<file path="config.mk">
export PLATFORM = sky130hd
export DESIGN_NAME = shift_serializer_ctrl
export DESIGN_NICKNAME = d
export VERILOG_FILES = /design/src/rtl/shift_serializer_ctrl.sv
export SDC_FILE = /design/constraint.sdc
export NUM_CORES = 1
export LEC_CHECK = 0
export CAP_MARGIN = 20
export CORE_MARGIN = 3
export CORE_UTILIZATION = 39
export DETAILED_ROUTE_END_ITERATION = 8
export GPL_ROUTABILITY_DRIVEN = 1
export MAX_ROUTING_LAYER = met4
export PLACE_DENSITY_LB_ADDON = 0.1
export SYNTH_ARGS = -nofsm -noshare
export SYNTH_HDL_FRONTEND = slang
export SYNTH_SLANG_ARGS = --single-unit
</file>
<file path="constraint.sdc">
create_clock -name clk -period 2 [get_ports clk]
set_input_delay 0.3 -clock clk [delete_from_list [all_inputs] [get_ports clk]]
set_output_delay 0.3 -clock clk [all_outputs]
set_load 0.005 [all_outputs]
</file>
<file path="src/rtl/shift_serializer_ctrl.sv">
// ============================================================================
// Module      : shift_serializer_ctrl
// Description : Parallel-to-serial frame shifter with DIV-cycle bit timing.
// Revision    : 1.0  initial release
// ============================================================================
`default_nettype none

module shift_serializer_ctrl #(
    parameter int WIDTH = 8,
    parameter int DIV   = 4
) (
    input  logic             clk,
    input  logic             rst,
    input  logic             in_valid,
    output logic             in_ready,
    input  logic [WIDTH-1:0] in_data,
    input  logic             msb_first,
    output logic             ser_out,
    output logic             ser_valid,
    output logic             frame_start,
    output logic             busy,
    output logic             done
);

    localparam int BCW = (WIDTH > 1) ? $clog2(WIDTH) : 1;
    localparam int DCW = (DIV > 1) ? $clog2(DIV) : 1;
    localparam logic [BCW-1:0] c_bit_last = BCW'(WIDTH - 1);
    localparam logic [DCW-1:0] c_div_last = DCW'(DIV - 1);

    typedef enum logic [0:0] {
        ST_IDLE  = 1'b0,
        ST_SHIFT = 1'b1
    } state_t;

    state_t           state_q, state_d;
    logic [WIDTH-1:0] sreg_q, sreg_d;
    logic             order_q, order_d;
    logic [BCW-1:0]   bit_cnt_q, bit_cnt_d;
    logic [DCW-1:0]   div_cnt_q, div_cnt_d;

    logic             in_ready_q, in_ready_d;
    logic             ser_out_q, ser_out_d;
    logic             ser_valid_q, ser_valid_d;
    logic             frame_start_q, frame_start_d;
    logic             busy_q, busy_d;
    logic             done_q, done_d;

    logic             w_accept;
    logic             w_shift_next;

    assign w_accept = in_valid & in_ready_q;

    always_comb begin
        state_d   = state_q;
        sreg_d    = sreg_q;
        order_d   = order_q;
        bit_cnt_d = bit_cnt_q;
        div_cnt_d = div_cnt_q;

        if (state_q == ST_SHIFT) begin
            if (div_cnt_q == c_div_last) begin
                div_cnt_d = '0;
                sreg_d    = order_q ? {sreg_q[WIDTH-2:0], 1'b0}
                                    : {1'b0, sreg_q[WIDTH-1:1]};
                if (bit_cnt_q == c_bit_last) begin
                    bit_cnt_d = '0;
                    state_d   = ST_IDLE;
                end else begin
                    bit_cnt_d = bit_cnt_q + BCW'(1);
                end
            end else begin
                div_cnt_d = div_cnt_q + DCW'(1);
            end
        end

        // A load overrides the frame-end transition, giving gapless reloads.
        if (w_accept) begin
            sreg_d    = in_data;
            order_d   = msb_first;
            bit_cnt_d = '0;
            div_cnt_d = '0;
            state_d   = ST_SHIFT;
        end

        // Outputs are decoded from next state so they leave the block as flops.
        w_shift_next  = (state_d == ST_SHIFT);
        busy_d        = w_shift_next;
        ser_valid_d   = w_shift_next;
        ser_out_d     = w_shift_next & (order_d ? sreg_d[WIDTH-1] : sreg_d[0]);
        frame_start_d = w_shift_next & (bit_cnt_d == '0);
        done_d        = w_shift_next & (bit_cnt_d == c_bit_last) & (div_cnt_d == c_div_last);
        in_ready_d    = ~w_shift_next | done_d;
    end

    always_ff @(posedge clk) begin
        if (rst) begin
            state_q       <= ST_IDLE;
            sreg_q        <= '0;
            order_q       <= 1'b0;
            bit_cnt_q     <= '0;
            div_cnt_q     <= '0;
            in_ready_q    <= 1'b1;
            ser_out_q     <= 1'b0;
            ser_valid_q   <= 1'b0;
            frame_start_q <= 1'b0;
            busy_q        <= 1'b0;
            done_q        <= 1'b0;
        end else begin
            state_q       <= state_d;
            sreg_q        <= sreg_d;
            order_q       <= order_d;
            bit_cnt_q     <= bit_cnt_d;
            div_cnt_q     <= div_cnt_d;
            in_ready_q    <= in_ready_d;
            ser_out_q     <= ser_out_d;
            ser_valid_q   <= ser_valid_d;
            frame_start_q <= frame_start_d;
            busy_q        <= busy_d;
            done_q        <= done_d;
        end
    end

    assign in_ready    = in_ready_q;
    assign ser_out     = ser_out_q;
    assign ser_valid   = ser_valid_q;
    assign frame_start = frame_start_q;
    assign busy        = busy_q;
    assign done        = done_q;

endmodule

`default_nettype wire

</file>
==> results of run 1 <==
[worst reg2reg max path, stage by stage, from the launching register on]
cell and delay (ns):
dfxtp_1 0.35, ha_1 0.21, buf_4 0.17, and2_0 0.31, a211o_1 0.33, a21oi_1 0.14
[cells by family after synthesis]
kind of cell / Yosys count / share of synthesized area [%]
adders and majority gates: 3 / 3.736
muxes: 8 / 7.970
DFF: 19 / 37.86
AOI/OAI and AO/OA: 37 / 26.28
and+or+nand+nor: 28 / 16.19
xor gates and xnor gates: 1 / 0.8719
buffers and inverters: 12 / 7.097
[Yosys cell counts (all sizes together)]
cell type and instances:
a2111o 1, a211o 6, a21bo 1, a21boi 5, a21oi 14, a32oi 1, and2 2, and3 2
and4 1, and4b 1, and4bb 1, buf 10, clkbuf 1, dfxtp 19, ha 3, inv 1
mux2i 8, nand2 8, nand3b 2, nand4b 1, nor2 3, nor3 5, nor4 1, nor4bb 1
o211a 1, o21a 2, o21ai 1, o221ai 1, o22ai 1, o31ai 3, xnor2 1
[layer usage]
metal	track usage, %	up-vias	part of all wire [%]
met4	4.967	0	0.66
met1	18.12	399	50
met5	-	-	0
met3	2.989	2	4.6
met2	22.28	17	44
li1	-	436	-
[through the flow]
stage / cells / worst slack [ns] / instance area, µm² / total power (µW) / utilization (%)
global route: 151 / 0.07454 / 1219 / 789.6 / 52.56
floorplan: 108 / 0.5696 / 1005 / 506.8 / -
detailed placement: 147 / 0.2819 / 1192 / 565.4 / 51.43
finish: 151 / 0.1789 / 1219 / 746.9 / 52.56
global placement: 147 / 0.3113 / 1192 / 563.0 / 51.43
CTS: 151 / 0.1429 / 1219 / 755.6 / 52.56
[sequential cells by signal, summed over array words and instances, names as in the netlist]
signal       flops
bit_cnt_q        3
busy             1
div_cnt_q        2
done             1
frame_start      1
in_ready         1
order_q          1
ser_out          1
sreg_q           8
[placed cells by master (no fill, tap or decap), types with 2 or more instances in the layout]
master / count
a211o_1: 6
a21boi_0: 4
a21oi_1: 14
and3_1: 2
buf_4: 4
clkbuf_4: 3
clkdlybuf4s50_1: 17
dfxtp_1: 19
ha_1: 3
mux2i_1: 8
nand2_1: 8
nand3b_1: 2
nor2_1: 3
nor3_1: 5
o21a_1: 2
o31ai_1: 3
[how the worst max path moves through the flow]
stage,endpoint,slack [ns],cells past startpoint
final,busy,0.18,1
after global routing,busy,0.07,1
after CTS,busy,0.14,1
after detailed placement,ser_out,0.28,4
after global placement,ser_out,0.31,4
after floorplan,ser_out,0.57,5
[final cells by class]
class                      instances  area, µm²
timing repair buffer              22      220.2
multi-input combinational         77      553.0
inverter                           1      3.754
tap                               28      35.03
clock buffer                       4      26.28
fill                             229       1100
sequential                        19      380.4
[power by group]
| group | switching, µW | internal, µW | leakage, µW | total [µW] |
|---|---|---|---|---|
| registers | 22.6 | 399 | 0.000156 | 422 |
| clock network | 114 | 77.4 | 0.0000150 | 191 |
| logic | 55.1 | 79.0 | 0.000280 | 134 |
| total | 191 | 556 | 0.000451 | 747 |
==> results.ini, run 1 <==
[status]
status = completed

[floorplanning]
rows = 17
chipHeight_um = 56.76
dieArea_mm2 = 0.003221
coreArea_mm2 = 0.002318
dieWidth_um = 56.76
initial_core_util_pct = 43.34
io_pins = 18

[worst_setup_path]
r2r_end = sreg_q[2]
cp_top_family = flip-flops
crit_path_top_delay_cell = dfxtp_1
critPathBufInv = 1
rrSetupSlack_ns = 0.44
critPathLaunchType = flop
path_class = flop to output port
worstPathRequired_ns = 1.70
cp_slowest_stage_delay_ns = 0.63
cp.arrival_ns = 1.52
startpoint = busy
crit_chain = clkdlybuf4s50_1
crit_fanout = 16
endpoint_kind = output port
r2r_cells = 5
r2r_start = div_cnt_q[0]

[synth]
synth_cells = 108
ys_seq_area_share_pct = 37.86
synthDistinctLibCells = 35
syn-num-nets = 123
ys_seq_elements = 19
yosys-top-cells-area = dfxtp_1 38%, mux2i_1 8.0%, a21oi_1 7.0%
yosys.area.top_type = dfxtp_1
synth_top_area_share_pct = 37.86
yosysWarnings = 0
synth_area_mm2 = 0.001005
avgSynthCellArea_um2 = 9.303

[clock_network]
holdBufCountCts = 0
cts_resized = 0
clock-root-buffer = clkbuf_4
cts_tree = built
clk_transition_reported_paths_ns = 0.11
ctsHtreeMaxLevel = 1
clockBufferDepth = 2
cts_setup_buffers = 0
cts_buffers = 3
clock-sinks = 19
clkLatencyLatePin_ns = 0.29

[grt]
grt_max_degree = 17
grt_pass1_vias = 818
antenna_found_initial = 0
grt_overflow = 0
grt_usage_pct = 14.23
grt_pass1_wl_um = 3567

[final_layout]
diodes = 0
layout-drive-gt1-share_pct = 8.130
area_growth_pct = 21.30
final_nets = 139

[sta]
min_period_ns = 1.821
worst_slew_pin_slew_ns = 0.4817
timing.hold.ws_ns = 0.5506
post-route-period-util_pct = 91.05
grt_setup_unrepaired = false
setup_tns_ns = 0
fin_worst_skew_ns = 0.002085
setup_violations = 0
report.final.slew_viol_count = 0
max_freq_mhz = 549.1
slew_headroom_pct = 67.84
finalHoldViolCount = 0

[detailed_routing]
drc_errors = 0
drtIter0Drc = 23
ant_nets = 0
routed_via_density = 5.656
wl_per_cell_um = 13.99
vias = 854
wl_um = 2113
first_pass_iters = 4

[job]
drv_cap = 0

[placement]
port_buffers = 17
gp_congestion = 0.7593
dp_hpwl_um = 1560

[power]
peakVddDrop_mv = 0.3389
power_density_mw_per_mm2 = 612.9
power_leakage_uw = 0.0004511

[worst_hold_path]
holdPathEnd = div_cnt_q[1]
min-delay-start = div_cnt_q[1]
hp-class = flop to flop
holdPathStages = 2

Note: power is estimated with default switching activity, not from simulation.
==> run 2: changes to the inputs <==
Settings changed: CAP_MARGIN 20 to default, SLEW_MARGIN from default to 10.
==> results of run 2 <==
No change in the layout: final DEF, timing and power equal those of run 1.
==> run 3: changes to the inputs <==
Settings changed: CTS_CLUSTER_SIZE from default to 16, GPL_TIMING_DRIVEN from default to 0.
==> run 3 against run 2 <==
Against the previous run:
- design area grew 0.62%
- total power up 0.51%
- utilization increased by 0.32 points
- worst setup slack improved by 0.24 ns
- critical endpoint is now ser_valid
- first-iteration DRC count is 17% lower
- critical path depth grew 1
- count of clock-buffer cells in the layout did not move
- largest power group unchanged
- die area did not move
- non-clock buffer count rose by 5
- maximum frequency up 15%
==> results.ini, run 3 (same netlist as run 1, synthesis figures left out) <==
[status]
status = completed

[floorplanning]
initial_core_util_pct = 43.34
io_pins = 18
dieWidth_um = 56.76
dieArea_mm2 = 0.003221
coreArea_mm2 = 0.002318
rows = 17
chipHeight_um = 56.76

[worst_setup_path]
critPathBufInv = 2
r2r_start = bit_cnt_q[0]
cp_top_family = buffers and inverters
cp.arrival_ns = 1.28
crit_chain = buf_4, clkdlybuf4s50_1
worstPathRequired_ns = 1.70
crit_fanout = 4
path_class = flop to output port
cp_slowest_stage_delay_ns = 0.48
critPathLaunchType = flop
endpoint_kind = output port
r2r_cells = 5
rrSetupSlack_ns = 0.43
r2r_end = ser_out
crit_path_top_delay_cell = clkdlybuf4s50_1

[detailed_routing]
ant_nets = 0
routed_via_density = 5.724
drtIter0Drc = 19
wl_um = 2210
first_pass_iters = 3
drc_errors = 0
wl_per_cell_um = 14.17
vias = 893

[clock_network]
clockBufferDepth = 2
clkLatencyLatePin_ns = 0.29
cts_tree = built
cts_resized = 0
ctsHtreeMaxLevel = 1
cts_buffers = 3
cts_setup_buffers = 0
clock-root-buffer = clkbuf_4
clock-sinks = 19
holdBufCountCts = 0
clk_transition_reported_paths_ns = 0.11

[final_layout]
reg_top3 = sreg_q: 8 flops, bit_cnt_q: 3 flops, div_cnt_q: 2 flops
fillCellCount = 221
layout-drive-gt1-share_pct = 10.94
layout_commonest_cell = dfxtp_1
regMostFlops = sreg_q
largest_reg_flops = 8
diodes = 0
layout_common_cells = 19 x dfxtp_1, 16 x clkdlybuf4s50_1, 14 x a21oi_1
final_nets = 144
area_growth_pct = 22.04

[grt]
antenna_found_initial = 0
grt_usage_pct = 14.85
grt_overflow = 0
grt_pass1_wl_um = 3781
grt_max_degree = 11
grt_pass1_vias = 853

[worst_hold_path]
holdPathStages = 2
min-delay-start = rst
hp-class = primary input to flop
holdPathEnd = div_cnt_q[0]

[power]
power_leakage_uw = 0.0004655
power_density_mw_per_mm2 = 612.3
peakVddDrop_mv = 0.3073

[sta]
report.final.slew_viol_count = 0
grt_setup_unrepaired = false
fin_worst_skew_ns = 0.003414
timing.hold.ws_ns = 0.4163
post-route-period-util_pct = 78.91
min_period_ns = 1.578
finalHoldViolCount = 0
setup_violations = 0
max_freq_mhz = 633.6
setup_tns_ns = 0
worst_slew_pin_slew_ns = 0.4864
slew_headroom_pct = 67.57

[placement]
port_buffers = 16
gp_congestion = 0.7691
dp_hpwl_um = 1589

[job]
drv_cap = 0

run 3: cell types whose count changed in the layout (fill, tap and decap cells not counted), sizes merged:
cell | before | now
buf | 5 | 10
clkbuf | 4 | 5
clkdlybuf4s50 | 17 | 16
run 3: routing by layer:
layer  vias up  part of all wire [%]  GRT usage, %  routed length, µm
li1        445                     -             -                  -
met1       427                    50         19.31               1095
met2        16                    44         22.94                978
met3         5                   4.5         2.759                100
met4         0                   1.6         5.298                 36
met5         -                     0             -                  0
run 3: final cells by class:
type	instances	area, µm²	share of cell area (%)
repair buffers	16	160.2	13.06
well taps	28	35.03	2.857
multi-input cells	77	553.0	45.10
clock buffers	4	26.28	2.143
flip-flops and latches	19	380.4	31.02
inverters	1	3.754	0.3061
plain buffers	11	67.56	5.510
run 3: report_power, final:
part / internal, µW / total (µW) / switching, µW
Combinational: 78.5 / 143 / 64.8
Sequential: 399 / 413 / 14.2
Clock: 77.6 / 194 / 117
Total: 555 / 751 / 196
run 3: worst register-to-register path: cells and delay by family (launching register included):
family | cells | cell delay (ns)
AO/OA/AOI/OAI | 3 | 0.69
adder cells (fa/ha/maj) | 2 | 0.45
flip-flops | 1 | 0.37
run 3: how the worst max path moves through the flow:
stage | start | end | cells after the start | slack [ns]
detailed placement | in_valid | ser_out | 5 | 0.17
CTS | in_ready | in_ready | 1 | 0.40
finish | busy | ser_valid | 2 | 0.42
floorplan | bit_cnt_q[0] | ser_out | 5 | 0.57
global route | div_cnt_q[0] | ser_out | 6 | 0.30
global placement | in_valid | ser_out | 5 | 0.22
run 3: per-stage QoR:
| step | worst slack (ns) | util [%] | area [µm²] | std cells | power, µW |
|---|---|---|---|---|---|
| after CTS | 0.4033 | 52.89 | 1226 | 156 | 755.0 |
| after global routing | 0.2956 | 52.89 | 1226 | 156 | 782.4 |
| after floorplan | 0.5696 | - | 1005 | 108 | 506.8 |
| final | 0.4217 | 52.89 | 1226 | 156 | 750.8 |
| after global placement | 0.2229 | 51.75 | 1200 | 152 | 562.2 |
| after detailed placement | 0.1704 | 51.75 | 1200 | 152 | 565.2 |
